--- config.mk ---
export PLATFORM = sky130hd
export DESIGN_NAME = commit_stage_n
export DESIGN_NICKNAME = d
export VERILOG_FILES = /design/src/rtl/commit_stage_n.sv
export SDC_FILE = /design/constraint.sdc
export NUM_CORES = 1
export LEC_CHECK = 0
export ABC_CLOCK_PERIOD_IN_PS = 5810
export CORE_MARGIN = 2
export CORE_UTILIZATION = 23
export CTS_CLUSTER_SIZE = 28
export DETAILED_ROUTE_END_ITERATION = 8
export PLACE_DENSITY = 0.5
export SYNTH_ARGS = -nofsm -noshare
export SYNTH_HDL_FRONTEND = slang
export SYNTH_SLANG_ARGS = --single-unit
--- constraint.sdc ---
create_clock -name clk -period 5.81 [get_ports clk]
set_input_delay 0.8715 -clock clk [delete_from_list [all_inputs] [get_ports clk]]
set_output_delay 0.8715 -clock clk [all_outputs]
set_load 0.03 [all_outputs]
--- src/rtl/commit_stage_n.sv ---
// commit_stage_n: N-lane in-order writeback/commit stage.
// Registers one issue bundle per cycle. Resolves exception/ERET precedence
// inside the bundle, drives the GPR write ports, selects one fetch redirect
// and owns the CP0 Count/Compare timer plus the Cause.IP vector.
//
// Ports:
//   clk, resetn (sync, active-low), stall (hold stage register)
//   in_* : per-lane bundle from the memory stage (flattened, lane 0 oldest)
//   epc, ext_int : ERET target and external interrupt lines
//   rf_wen/rf_dst/rf_data : GPR write ports, one per lane
//   redirect_valid/redirect_target : fetch redirect
//   exc_valid/exc_pc/exc_code, eret_commit, mtc0_commit : commit events
//   count, compare, cause_ip : CP0 timer state and Cause.IP[7:0]
//
// Build option: define COMMIT_TIMER_INT_EN to enable the timer interrupt
// (TI). Without it TI is tied to 0 and cause_ip[7] follows ext_int[5].
module commit_stage_n #(
   parameter int          LANES      = 2,
   parameter logic [31:0] EXC_VECTOR = 32'hBFC00380
) (
   input  logic                clk,
   input  logic                resetn,
   input  logic                stall,
   input  logic [LANES-1:0]    in_valid,
   input  logic [LANES*32-1:0] in_pc,
   input  logic [LANES-1:0]    in_wen,
   input  logic [LANES*5-1:0]  in_dst,
   input  logic [LANES*32-1:0] in_value,
   input  logic [LANES-1:0]    in_exc,
   input  logic [LANES*5-1:0]  in_exc_code,
   input  logic [LANES-1:0]    in_eret,
   input  logic [LANES-1:0]    in_mtc0,
   input  logic [LANES*5-1:0]  in_cp0_dst,
   input  logic [LANES-1:0]    in_jmp,
   input  logic [LANES*32-1:0] in_jmp_target,
   input  logic [31:0]         epc,
   input  logic [5:0]          ext_int,
   output logic [LANES-1:0]    rf_wen,
   output logic [LANES*5-1:0]  rf_dst,
   output logic [LANES*32-1:0] rf_data,
   output logic                redirect_valid,
   output logic [31:0]         redirect_target,
   output logic                exc_valid,
   output logic [31:0]         exc_pc,
   output logic [4:0]          exc_code,
   output logic                eret_commit,
   output logic                mtc0_commit,
   output logic [31:0]         count,
   output logic [31:0]         compare,
   output logic [7:0]          cause_ip
);

   localparam logic [4:0] CP0_COUNT   = 5'd9;
   localparam logic [4:0] CP0_COMPARE = 5'd11;

   logic [LANES-1:0]    vld_q;
   logic [LANES-1:0]    wen_q;
   logic [LANES-1:0]    exc_q;
   logic [LANES-1:0]    eret_q;
   logic [LANES-1:0]    mtc0_q;
   logic [LANES-1:0]    jmp_q;
   logic [LANES*32-1:0] pc_q;
   logic [LANES*32-1:0] value_q;
   logic [LANES*32-1:0] tgt_q;
   logic [LANES*5-1:0]  dst_q;
   logic [LANES*5-1:0]  code_q;
   logic [LANES*5-1:0]  cp0_q;

   // Only the valids need reset; payload is qualified by them.
   always_ff @(posedge clk) begin
      if (!resetn) begin
         vld_q <= '0;
      end else if (!stall) begin
         vld_q <= in_valid;
      end
   end

   always_ff @(posedge clk) begin
      if (!stall) begin
         wen_q   <= in_wen;
         exc_q   <= in_exc;
         eret_q  <= in_eret;
         mtc0_q  <= in_mtc0;
         jmp_q   <= in_jmp;
         pc_q    <= in_pc;
         value_q <= in_value;
         tgt_q   <= in_jmp_target;
         dst_q   <= in_dst;
         code_q  <= in_exc_code;
         cp0_q   <= in_cp0_dst;
      end
   end

   logic [LANES-1:0] commit;
   logic             term_hit;
   logic             term_exc;
   logic [31:0]      term_pc;
   logic [4:0]       term_code;
   logic             jmp_hit;
   logic [31:0]      jmp_tgt;

   // Walk lanes oldest first; the first exc/ERET lane commits and closes
   // the bundle so every younger lane is squashed.
   always_comb begin
      commit    = '0;
      term_hit  = 1'b0;
      term_exc  = 1'b0;
      term_pc   = '0;
      term_code = '0;
      jmp_hit   = 1'b0;
      jmp_tgt   = '0;
      for (int i = 0; i < LANES; i++) begin
         if (vld_q[i] && !term_hit) begin
            commit[i] = 1'b1;
            if (jmp_q[i] && !jmp_hit) begin
               jmp_hit = 1'b1;
               jmp_tgt = tgt_q[i*32 +: 32];
            end
            if (exc_q[i] || eret_q[i]) begin
               term_hit  = 1'b1;
               term_exc  = exc_q[i];
               term_pc   = pc_q[i*32 +: 32];
               term_code = code_q[i*5 +: 5];
            end
         end
      end
   end

   always_comb begin
      rf_wen = '0;
      for (int i = 0; i < LANES; i++) begin
         rf_wen[i] = commit[i] & wen_q[i]
                   & (dst_q[i*5 +: 5] != 5'd0)
                   & ~exc_q[i] & ~eret_q[i] & ~mtc0_q[i];
      end
   end

   assign rf_dst  = dst_q;
   assign rf_data = value_q;

   // An exception beats an ERET in the same lane.
   always_comb begin
      redirect_valid  = term_hit | jmp_hit;
      redirect_target = jmp_tgt;
      if (term_hit) begin
         redirect_target = term_exc ? EXC_VECTOR : epc;
      end
   end

   assign exc_valid   = term_hit & term_exc;
   assign exc_pc      = term_pc;
   assign exc_code    = term_code;
   assign eret_commit = term_hit & ~term_exc;
   assign mtc0_commit = |(commit & mtc0_q);

   logic        wr_count;
   logic        wr_cmp;
   logic [31:0] wr_count_val;
   logic [31:0] wr_cmp_val;

   // A held bundle re-presents its MTC0 every stalled cycle; the timer
   // takes the write only in the cycle the bundle actually retires, so a
   // stalled Count write does not freeze the counter. Younger lanes are
   // visited last and therefore win on a shared target register.
   always_comb begin
      wr_count     = 1'b0;
      wr_cmp       = 1'b0;
      wr_count_val = '0;
      wr_cmp_val   = '0;
      for (int i = 0; i < LANES; i++) begin
         if (commit[i] && mtc0_q[i] && !stall) begin
            if (cp0_q[i*5 +: 5] == CP0_COUNT) begin
               wr_count     = 1'b1;
               wr_count_val = value_q[i*32 +: 32];
            end
            if (cp0_q[i*5 +: 5] == CP0_COMPARE) begin
               wr_cmp     = 1'b1;
               wr_cmp_val = value_q[i*32 +: 32];
            end
         end
      end
   end

   logic [31:0] count_q;
   logic [31:0] compare_q;
   logic        ti;

   always_ff @(posedge clk) begin
      if (!resetn) begin
         count_q   <= '0;
         compare_q <= '0;
      end else begin
         count_q <= wr_count ? wr_count_val : count_q + 32'd1;
         if (wr_cmp) begin
            compare_q <= wr_cmp_val;
         end
      end
   end

`ifdef COMMIT_TIMER_INT_EN
   logic ti_q;

   // Match uses the pre-update count, so TI rises together with the
   // Count value that equals Compare. A Compare write always clears it.
   always_ff @(posedge clk) begin
      if (!resetn) begin
         ti_q <= 1'b0;
      end else if (wr_cmp) begin
         ti_q <= 1'b0;
      end else if (count_q + 32'd1 == compare_q) begin
         ti_q <= 1'b1;
      end
   end

   assign ti = ti_q;
`else
   assign ti = 1'b0;
`endif

   assign count    = count_q;
   assign compare  = compare_q;
   assign cause_ip = {ext_int[5] | ti, ext_int[4:0], 2'b00};

endmodule

==> results.py <==
metrics = {
    "sta": {
        "final-hold-violation-count": 0,
        "slew_violations": 0,
        "fin_setup_tns_ns": 0,
        "skew_ns": 0.0224,
        "maxSlewHeadroom_pct": 26.3,
        "min_period_ns": 4.31,
        "setup_ws_ns": 1.50,
        "worstMarginPinSlew_ns": 1.10,
        "whs_ns": 0.559,
        "rsz0062_at_grt": "no",
        "setup_viol": 0,
        "fmax_mhz": 232,
        "post-route-period-util_pct": 74.1,
    },
    "global_routing": {
        "grt_pass1_vias": 9441,
        "grt_first_pass_wirelength_mm": 61.0,
        "track_usage_pct": 15.5,
        "grt.overflow.total": 0,
        "grt_max_degree": 163,
        "antenna_found_initial": 8,
    },
    "logic_synthesis": {
        "synth_area_per_cell_um2": 13.9,
        "synthCells": 841,
        "ys_warn_count": 0,
        "yosysUniqueCellTypes": 48,
        "synth_top_area_share_pct": 59.7,
        "ys_seq_area_share_pct": 71.0,
        "yosys-top-cells-area": "edfxtp_1 (60%), dfxtp_1 (11%), mux2i_1 (3.3%)",
        "ys_ff_latch": 298,
        "synth_area_leader_cell": "edfxtp_1",
        "netlist_area_mm2": 0.0117,
    },
    "routing": {
        "dr.pass1.iters": 5,
        "vias_per_cell": 4.40,
        "ant_nets": 0,
        "routedWlPerCell_um": 20.7,
        "drt-initial-drc-count": 465,
        "wl_met2_mm": 20.3,
        "drt-met1-wl_mm": 16.5,
        "top_layer": "met5",
        "routed-wl-met3_mm": 3.51,
        "wirelength_mm": 41.7,
        "via_count": 8885,
        "route.detailed.drc": 0,
    },
    "floorplan": {
        "coreArea_mm2": 0.0501,
        "die_x_um": 229,
        "initial_core_util_pct": 23.3,
        "die_area_mm2": 0.0525,
        "std_cell_rows": 82,
        "die_h_um": 229,
        "ios": 496,
    },
    "power": {
        "peakVddDrop_uv": 234,
        "powerDensity_mw_per_mm2": 303,
        "cellLeakagePower_nw": 6.48,
    },
    "place": {
        "hpwlAfterDp_mm": 30.6,
        "place_area_mm2": 0.0172,
        "place_inst": 1944,
        "globalplace.congestion": 0.850,
        "io_buffer_count": 481,
        "pre_cts_slack_ns": 1.99,
    },
    "setup_path": {
        "path_cells": "o21ai_2 -> nand3_1 -> nor2_2 -> buf_4 -> a221oi_1 -> nor2_1 -> clkdlybuf4s50_1",
        "critical-path-top-delay-family": "simple AND/OR/NAND/NOR gates",
        "crit_path_top_delay_cell": "nor2_2",
        "worstPathRequired_ns": 4.94,
        "worstPathMaxFanout": 24,
        "cp_slowest_stage_delay_ns": 0.81,
        "crit_buf_inv": 2,
        "crit_path_start_kind": "flip-flop",
        "crit_type": "reg -> out",
        "worst_setup_path_end_kind": "output pin",
        "cp.arrival_ns": 3.43,
    },
    "outcome": {
        "status": "finished, final reports clean",
    },
    "cts": {
        "tritoncts": "done",
        "cts-root-buf": "clkbuf_16",
        "postCtsSetupBuffers": 0,
        "cts_sinks": 298,
        "htree_levels": 2,
        "clock_latency_ns": 0.55,
        "clockBufferDepth": 3,
        "cts_resized": 0,
        "numCtsBuffers": 39,
        "holdBufCountCts": 0,
        "cts.clk_slew.worst_paths_ns": 0.05,
    },
    "cells_and_area": {
        "nets": 1589,
        "syn2layout_area_growth_pct": 57.8,
        "drive_gt1_share_pct": 6.25,
        "finalInstanceArea_mm2": 0.0184,
        "finalNonFillerCells": 2018,
    },
    "job": {
        "drv_cap": 0,
    },
    "hold_path": {
        "hold_path.class": "reg -> reg",
    },
}
registers in the layout (all words and copies together), names as in the netlist:
signal	count
pc_q	64
count	32
tgt_q	64
rf_dst	10
eret_q	2
rf_data	64
compare	32
cp0_q	10
wen_q	2
vld_q	2
exc_q	2
code_q	10
mtc0_q	2
jmp_q	2
cells by family (layout without fill, tap and decap cells):
| group | count (synthesis) | after routing | synth area share [%] |
|---|---|---|---|
| flip-flops | 298 | 298 | 71.0 |
| AND/OR/NAND/NOR | 221 | 221 | 9.49 |
| AO/OA/AOI/OAI | 186 | 186 | 11.5 |
| buffers and inverters | 70 | 572 | 2.65 |
| multiplexers | 38 | 38 | 3.26 |
| XOR/XNOR | 26 | 26 | 1.95 |
| adder cells (fa/ha/maj) | 1 | 1 | 0.107 |
| other | 1 | 4 | 0.0321 |
path summary, 6_finish.rpt:
kind              depth (start not counted)        start  slack (ns)                  end
setup / recovery                          7    eret_q[0]        1.50  redirect_target[27]
hold / removal                            2  rf_data[39]        0.56             count[7]
hold reg to reg                           2  rf_data[39]        0.56             count[7]
setup reg to reg                          4     cp0_q[2]        3.00            count[29]
tightest hold or removal path: cells and delay by family (launching register included):
family | cells | cell delay (ns)
DFF | 1 | 0.38
and+or+nand+nor | 1 | 0.08
AOI/OAI and AO/OA | 1 | 0.07
power by group:
part / internal, mW / total [mW] / switching, mW
Clock: 1.38 / 2.35 / 0.964
Sequential: 2.45 / 2.54 / 0.0836
Combinational: 0.339 / 0.690 / 0.350
layout make-up:
cell class,count,area [um^2]
Fill cell,4948,31700
Timing Repair Buffer,492,4910
Clock inverter,27,213
Inverter,8,33.8
Sequential cell,298,8290
Multi-Input combinational cell,474,3080
Antenna cell,2,5.00
Tap cell,672,841
Clock buffer,45,1040
Yosys cell counts, drive strengths merged:
cell type	n
dfxtp	66
o22ai	10
a221oi	12
nor2	75
nand3	23
o21ai	32
a211oi	32
or3	5
and2	4
edfxtp	232
a211o	5
nor4	7
conb	1
clkbuf	44
a22oi	20
nor3	11
a311oi	1
and4b	4
o31a	1
buf	18
xor2	4
o21a	1
and3	12
o211ai	12
mux2i	38
xnor2	22
ha	1
nor3b	1
or3b	1
nand3b	2
a22o	38
nor4b	1
inv	8
nor2b	1
and4	4
or4	1
nand4	11
nand2	58
a21oi	11
a31oi	11
cells in the final DEF (no fill, tap or decap), types with 11 or more instances in the layout:
cell type and n:
a221oi_1 12, a21oi_1 11, o21ai_0 29, nand3_1 21
o211ai_1 12, nor2_1 73, a22o_1 38, and3_1 12
a31oi_1 11, xnor2_1 22, nand2_1 58, nor3_1 11
a211oi_1 32, mux2i_1 38, dfxtp_1 66, clkdlybuf4s50_1 481
clkbuf_16 40, edfxtp_1 232, a22oi_1 20
metal layers:
metal | up-vias | track usage [%]
li1 | 4181 | -
met1 | 4248 | 17.6
met2 | 359 | 26.4
met3 | 83 | 5.85
met4 | 14 | 5.70
met5 | - | 0
per-stage QoR:
| stage | utilization, % | power [mW] |
|---|---|---|
| after floorplan | - | 2.85 |
| after detailed placement | 34.3 | 3.28 |
| after CTS | 36.8 | 5.68 |
| after global routing | 36.8 | 5.79 |
| final | 36.8 | 5.57 |
| after global placement | 34.3 | 3.28 |
(Power assumes the default switching activity.)
